===== src/rtl/csa_pipe_adder.sv =====
// Pipelined carry-select adder/subtractor with valid/ready flow control.
// Each pipeline stage resolves one WIDTH/STAGES-bit slice using BLK-bit dual-sum blocks.
module csa_pipe_adder #(
    parameter int unsigned WIDTH  = 64,
    parameter int unsigned BLK    = 4,
    parameter int unsigned STAGES = 2
) (
    input  logic             clk,
    input  logic             rst_n,
    input  logic             in_valid,
    output logic             in_ready,
    input  logic [WIDTH-1:0] a,
    input  logic [WIDTH-1:0] b,
    input  logic             cin,
    input  logic             sub,
    output logic             out_valid,
    input  logic             out_ready,
    output logic [WIDTH-1:0] sum,
    output logic             cout,
    output logic             ovf
);

    localparam int unsigned S    = WIDTH / STAGES;
    localparam int unsigned NB   = S / BLK;
    localparam int unsigned LAST = STAGES - 1;

    if (STAGES < 1 || STAGES > 8 || (WIDTH % (BLK * STAGES)) != 0) begin : g_bad_params
        $error("csa_pipe_adder: illegal WIDTH/BLK/STAGES combination");
    end

    // One slice: every block precomputes both carry-in cases, a mux ripple picks the real one.
    function automatic logic [S:0] slice_add(input logic [S-1:0] x, input logic [S-1:0] y,
                                             input logic ci);
        logic [S-1:0] r;
        logic         c;
        logic [BLK:0] s0;
        logic [BLK:0] s1;
        r = '0;
        c = ci;
        for (int j = 0; j < int'(NB); j++) begin
            s0 = {1'b0, x[j*BLK +: BLK]} + {1'b0, y[j*BLK +: BLK]};
            s1 = {1'b0, x[j*BLK +: BLK]} + {1'b0, y[j*BLK +: BLK]} + {{BLK{1'b0}}, 1'b1};
            r[j*BLK +: BLK] = c ? s1[BLK-1:0] : s0[BLK-1:0];
            c = c ? s1[BLK] : s0[BLK];
        end
        return {c, r};
    endfunction

    logic [STAGES-1:0]            v_q, v_d, load;
    logic [STAGES-1:0]            c_q, c_d;
    logic [STAGES-1:0][WIDTH-1:0] sum_q, sum_d;
    logic [STAGES-1:0][WIDTH-1:0] a_q, a_d;
    logic [STAGES-1:0][WIDTH-1:0] b_q, b_d;
    logic                         ovf_q, ovf_d;

    // Load conditions chain backwards from the output so empty stages absorb bubbles.
    always_comb begin
        logic nxt;
        load = '0;
        nxt  = !v_q[LAST] || out_ready;
        load[LAST] = nxt;
        for (int k = int'(LAST) - 1; k >= 0; k--) begin
            nxt     = !v_q[k] || nxt;
            load[k] = nxt;
        end
    end

    always_comb begin
        logic             src_v;
        logic             src_c;
        logic [WIDTH-1:0] src_a;
        logic [WIDTH-1:0] src_b;
        logic [WIDTH-1:0] src_sum;
        logic [S:0]       res;
        int               p;
        v_d   = v_q;
        c_d   = c_q;
        sum_d = sum_q;
        a_d   = a_q;
        b_d   = b_q;
        ovf_d = ovf_q;
        for (int k = 0; k < int'(STAGES); k++) begin
            p = (k == 0) ? 0 : k - 1;
            if (k == 0) begin
                src_v   = in_valid;
                src_a   = a;
                src_b   = sub ? ~b : b;
                src_c   = cin ^ sub;
                src_sum = '0;
            end else begin
                src_v   = v_q[p];
                src_a   = a_q[p];
                src_b   = b_q[p];
                src_c   = c_q[p];
                src_sum = sum_q[p];
            end
            res = slice_add(src_a[k*S +: S], src_b[k*S +: S], src_c);
            if (load[k]) begin
                v_d[k] = src_v;
                if (src_v) begin
                    sum_d[k]           = src_sum;
                    sum_d[k][k*S +: S] = res[S-1:0];
                    c_d[k]             = res[S];
                    a_d[k]             = src_a;
                    b_d[k]             = src_b;
                    // Carry into the MSB is recovered as a^b^sum at that bit.
                    if (k == int'(LAST)) begin
                        ovf_d = src_a[WIDTH-1] ^ src_b[WIDTH-1] ^ res[S-1] ^ res[S];
                    end
                end
            end
        end
    end

    always_ff @(posedge clk or negedge rst_n) begin
        if (!rst_n) begin
            v_q   <= '0;
            c_q   <= '0;
            sum_q <= '0;
            a_q   <= '0;
            b_q   <= '0;
            ovf_q <= 1'b0;
        end else begin
            v_q   <= v_d;
            c_q   <= c_d;
            sum_q <= sum_d;
            a_q   <= a_d;
            b_q   <= b_d;
            ovf_q <= ovf_d;
        end
    end

    assign in_ready  = load[0];
    assign out_valid = v_q[LAST];
    assign sum       = sum_q[LAST];
    assign cout      = c_q[LAST];
    assign ovf       = ovf_q;

endmodule


===== config.mk =====
export PLATFORM = sky130hd
export DESIGN_NAME = csa_pipe_adder
export DESIGN_NICKNAME = d
export VERILOG_FILES = /design/src/rtl/csa_pipe_adder.sv
export SDC_FILE = /design/constraint.sdc
export NUM_CORES = 1
export LEC_CHECK = 0
export ABC_AREA = 1
export CAP_MARGIN = 20
export CORE_MARGIN = 1.5
export CORE_UTILIZATION = 50
export CTS_CLUSTER_DIAMETER = 120
export DETAILED_ROUTE_END_ITERATION = 12
export GPL_ROUTABILITY_DRIVEN = 1
export GPL_TIMING_DRIVEN = 0
export PLACE_DENSITY = 0.83
export SLEW_MARGIN = 20
export SYNTH_ARGS = -nofsm -noshare
export SYNTH_HDL_FRONTEND = slang
export SYNTH_SLANG_ARGS = --single-unit

===== constraint.sdc =====
create_clock -name clk -period 5.44 [get_ports clk]
set_input_delay 1.088 -clock clk [delete_from_list [all_inputs] [get_ports clk]]
set_output_delay 1.088 -clock clk [all_outputs]
set_load 0.05 [all_outputs]

# Word-level counts from Yosys, hierarchy flattened
# Index checks and enable logic that the tools add are counted.
# totals
register_bits	229
output_inout_bits	68
# classes
reduce_logical	6
addsub	32
bitwise_logic	5
mux	33
# op_table
cell	n
$add A4 B4 Y5	16
$add A5 B1 Y5 const B	16
$mux W4	16
$mux W64	1
$not A64 Y64	1
$mux W1	16
$reduce_and A2 Y1	2
$xor A1 B1 Y1	4
$logic_not A1 Y1	2
$logic_or A1 B1 Y1	2

# Longest topological paths before layout
# depth
word_depth	12
mapped_depth	28
mapped_depth_nobuf	26

# Least setup slack after synthesis
# Ideal clock, no wire load.
# synth_path
path_kind	input -> register
from	input sub
to	register sum_q[30] (netlist name)
t_arrival_ps	4583
t_required_ps	5322
n_path_buf	2
slack_ps	739
path_stages	28
cell_sequence	clkbuf_1 > buf_1 > xor2_1 > ha_1 > inv_1 > fa_1 > inv_1 > ha_1 > inv_1 > nor3_2 > a21o_1 > nand2_2 > inv_2 > nand2_2 > nand2_2 > nand2_2 > nand2_4 > nand2_4 > nand2_4 > nand2_4 > nand2_4 > nand2_4 > nand2_4 > nand2_4 > nand2_2 > nand2_1 > nand3_1 > nand2_1
# synth_via
elab_chain_len	11
elab_cells_between_ends	26
# synth_lines
item	line	rtl
from (decl)	15	input logic sub,
$mux W64	87	src_b = sub ? ~b : b;
$add A4 B4 Y5	41, 42	
$add A5 B1 Y5	42	s1 = {1'b0, x[j*BLK +: BLK]} + {1'b0, y[j*BLK +: BLK]} + {{BLK{1'b0}}, 1'b1};
$mux W1 (7 in a row)	44	c = c ? s1[BLK] : s0[BLK];
$mux W4 *	43	r[j*BLK +: BLK] = c ? s1[BLK-1:0] : s0[BLK-1:0];
to (signal assigned)	126	sum_q <= sum_d;
to (decl)	51	logic [STAGES-1:0][WIDTH-1:0] sum_q, sum_d;
# Mark *: on every way between the ends. The rest lies on a longest branch, timed or not.
# A chain may end at the register's enable or synchronous reset.

# Worst setup path in the final report
# layout_path
from	input sub
to	register c_q[0]
# layout_via
elab_chain_len	11
elab_cells_between_ends	26
# layout_lines
item	line	rtl
$mux W64	87	
$add A4 B4 Y5	41, 42	
$add A5 B1 Y5	42	
$mux W1 (7 in a row)	44	
$mux W1 *	44	
to (signal assigned)	118	c_q <= '0;
to (signal assigned)	125	c_q <= c_d;
to (decl)	50	logic [STAGES-1:0] c_q, c_d;
# Marked as above.

==> metrics.md <==
| Metric | Value |
|---|---|
| Hold Crit Depth | `2` |
| I/O pins | `202` |
| Worst Setup Path Type | `input port to flop` |
| Relative slew slack | `0.4087` |
| RSZ-0062 raised after global routing | `no` |
| Die width | `150.4 um` |
| Pwr Density | `roughly 500 nW/um2` |
| CTS max path bufs | `2` |
| Clock root cell | `clkbuf_16` |
| Port Buffers | `201` |
| Syn Inst Count | `about 1300` |
| Crit-path slowest cell | `clkdlybuf4s50_1` |
| Row cnt | `53` |
| Worst path depth | `29` |
| Detailed placer's ending HPWL | `21070 um` |
| Clock transition at the registers of the reported paths | `60 ps` |
| Area grow syn2layout | `28.25%` |
| Largest net degree at the start of global routing | `85` |
| Post-synthesis mux area share | `0` |
| Via-to-Cell Ratio | `slightly above 5` |
| Family with the most delay on the worst path | `simple AND/OR/NAND/NOR gates` |
| CP endpoint kind | `flop` |
| DP Worst Slack | `-866.9 ps` |
| Die Ht | `150.4 um` |
| Fin util | `0.6582` |
| Syn avg cell area | `~8.3 um2` |
| #FFs+latches synth | `165` |
| DRT iter0 DRCs | `around 470` |
| Post-CTS Hold Buffers | `0` |
| Core ar. | `21150 um2` |
| GPL Wtd Cong | `0.8539` |
| Final nets | `1755` |
| Outcome | `finished, final reports clean` |
| Simple-gate portion of the synthesized area | `0.2095` |
| Leakage power | `6.820 nW` |
| Post-synthesis adder-cell area fraction | `0.1217` |
| Placed instance count | `1781` |
| Num Clock Sinks | `~170` |
| Maximum VDD drop | `0.0002871 V` |
| Yosys cell types | `38` |
| Fin worst setup slack | `256.1 ps` |
| Initial antenna violation count | `2` |
| Highest Clock Rate | `192.9 MHz` |
| Post-synthesis xor/xnor area fraction | `0.1088` |
| Buf/Inv on CP | `7` |
| Final Skew | `9.795 ps` |
| CTS tree | `yes` |
| Most frequent cells in the layout | `363 x nand2_1, 200 x clkdlybuf4s50_1, 165 x dfrtp_1` |
| Startpoint Class | `input port` |
| Worst skew pair latency | `430 ps` |
| Final setup vio count | `0` |
| TNS Setup | `0 ps` |
| Hold Path Class | `flop to flop` |
| Multi-input gate area | `between 5000 and 6000 um2` |
| Crit path time final | `5184 ps` |
| Slew Viols, Final | `0` |
| Crit path top cell by count | `nand2_4` |
| Total track usage | `0.2569` |
| DR WL/cell | `15.33 um` |
| CP max stage delay | `490 ps` |
| # H-tree levels | `4` |
| Crit share post-route | `0.9529` |
| Layout cells sized above 1 | `0.09304` |
| CTS Buf Count | `17` |
| CP max FO | `10` |
| Mapped Nets | `about 1500` |
| Starting Density | `0.5132` |
| Number of global-route vias before repair | `9298` |
| Drt pass-1 iters | `6` |
| Worst-Margin Slew | `887.0 ps` |
| Antenna-violating nets left | `0` |
| CP required | `approximately 5700 ps` |
| Seq/Total Area, Yosys | `0.3803` |
| # fillers | `1687` |
| DIE AREA | `approximately 23000 um2` |
| YS warnings | `0` |
| Largest family of logic cells by synthesized area | `simple AND/OR/NAND/NOR gates` |
| Cells on worst reg2reg path | `22` |
| Sequential Area | `4129 um2` |
| Vias | `9277` |
| Fin cells | `1814` |
| First-pass GRT wire length | `between 40000 and 50000 um` |
| DRC viols | `0` |
| Post-synthesis compound-gate area fraction | `0.08217` |
| WHS | `476.2 ps` |
| Final count of hold timing violations | `0` |
| Most common cell after layout, fill and taps aside | `nand2_1` |
| Total grt overflow | `0` |
| # resized after CTS | `3` |
| Worst path arrival time | `between 5000 and 6000 ps` |
| Mapped cell area | `10860 um2` |
| Maxcap violations | `0` |
| Post-CTS setup buffer count | `0` |
| WL final | `approximately 28000 um` |
[Yosys cell counts, drive strengths merged]
| cell type | count | share of area |
|---|---|---|
| xor2 | 65 | 0.053 |
| ha | 80 | 0.092 |
| o21bai | 1 | 0.00069 |
| buf | 70 | 0.046 |
| fa | 16 | 0.030 |
| nor3 | 3 | 0.0018 |
| nand2 | 386 | 0.14 |
| dfrtp | 165 | 0.38 |
| and2 | 1 | 0.00058 |
| a21oi | 36 | 0.017 |
| clkbuf | 34 | 0.012 |
| o31ai | 2 | 0.0014 |
| a31o | 1 | 0.00081 |
| nand3b | 8 | 0.0055 |
| o22ai | 2 | 0.0012 |
| nor2 | 30 | 0.011 |
| nor4 | 1 | 0.00058 |
| nor3b | 1 | 0.00069 |
| o21ai | 117 | 0.054 |
| a211oi | 1 | 0.00069 |
| nand4 | 8 | 0.0046 |
| nand3 | 76 | 0.039 |
| a21o | 5 | 0.0035 |
| or2 | 6 | 0.0035 |
| inv | 113 | 0.039 |
| a31oi | 6 | 0.0035 |
| xnor2 | 69 | 0.056 |
| clkinv | 1 | 0.00035 |
[worst paths after layout]
path | start | endpoint | slack, ps
worst max-delay path | sub | c_q[0] | 260
worst min-delay path | sum_q[31] | sum[31] | 480
worst max register to register | a_q[32] | ovf | 1920
worst min register to register | sum_q[31] | sum[31] | 480
max in group asynchronous | rst_n | sum_q[18] | 3940
min in group asynchronous | rst_n | a_q[41] | 660
[report_power, final]
| part | leakage [nW] | switching, W | total (W) | internal [W] |
|---|---|---|---|---|
| Clock | 0.321 | 0.000498 | 0.00135 | 0.000855 |
| Sequential | 2.02 | 0.000251 | 0.00189 | 0.00164 |
| Combinational | 4.48 | 0.00230 | 0.00375 | 0.00146 |
[cell type report]
cell class                      instances  area share
Antenna cell                            2   0.0003595
Buffer                                104     0.04583
Clock buffer                           21     0.03379
Clock inverter                         10     0.01402
Inverter                              114     0.03073
Multi-Input combinational cell        921      0.4072
Sequential cell                       165      0.2965
Tap cell                              275     0.02471
Timing Repair Buffer                  202      0.1468
[worst reg2reg max path: stages, from the launching register on]
cell	delay, ps
dfrtp_1	380
ha_1	230
fa_1	530
ha_1	150
nand2_1	80
nor2_2	130
nand4_1	140
nand2_2	160
nand2_2	80
nand2_2	120
nand2_2	130
nand2_4	110
nand2_1	100
nand3_2	110
nand2_2	110
nand2_2	110
nand3_1	180
nand3b_1	170
nand3_1	100
nand2_1	90
nand2_1	60
nand3_1	60
nand2_1	60
[flip-flops by register name (all words and copies together) (netlist names)]
| name | count |
|---|---|
| a_q | 32 |
| sum | 64 |
| ovf | 1 |
| sum_q | 32 |
| c_q | 2 |
| v_q | 2 |
| b_q | 32 |
[through the flow]
step                power [W]  instance area (um2)
finish               0.006996                13920
global route         0.007444                13920
CTS                  0.007015                13910
detailed placement   0.005621                13250
global placement     0.005508                13210
floorplan            0.004553                10860
[per-layer routing]
metal / vias to the layer above / GRT usage / wire length (um)
li1: 4554 / - / -
met1: 4410 / 0.3150 / 11640
met2: 281 / 0.4553 / 13840
met3: 32 / 0.05091 / 1857
met4: 0 / 0.07598 / 474
met5: - / 0 / 0
[kinds of logic after synthesis]
kind of cell	Yosys count
buf+inv	218
simple gates	520
flops	165
xor+xnor	134
compound gates	171
fa+ha+maj	96
Power figures use the tool's default switching activity.
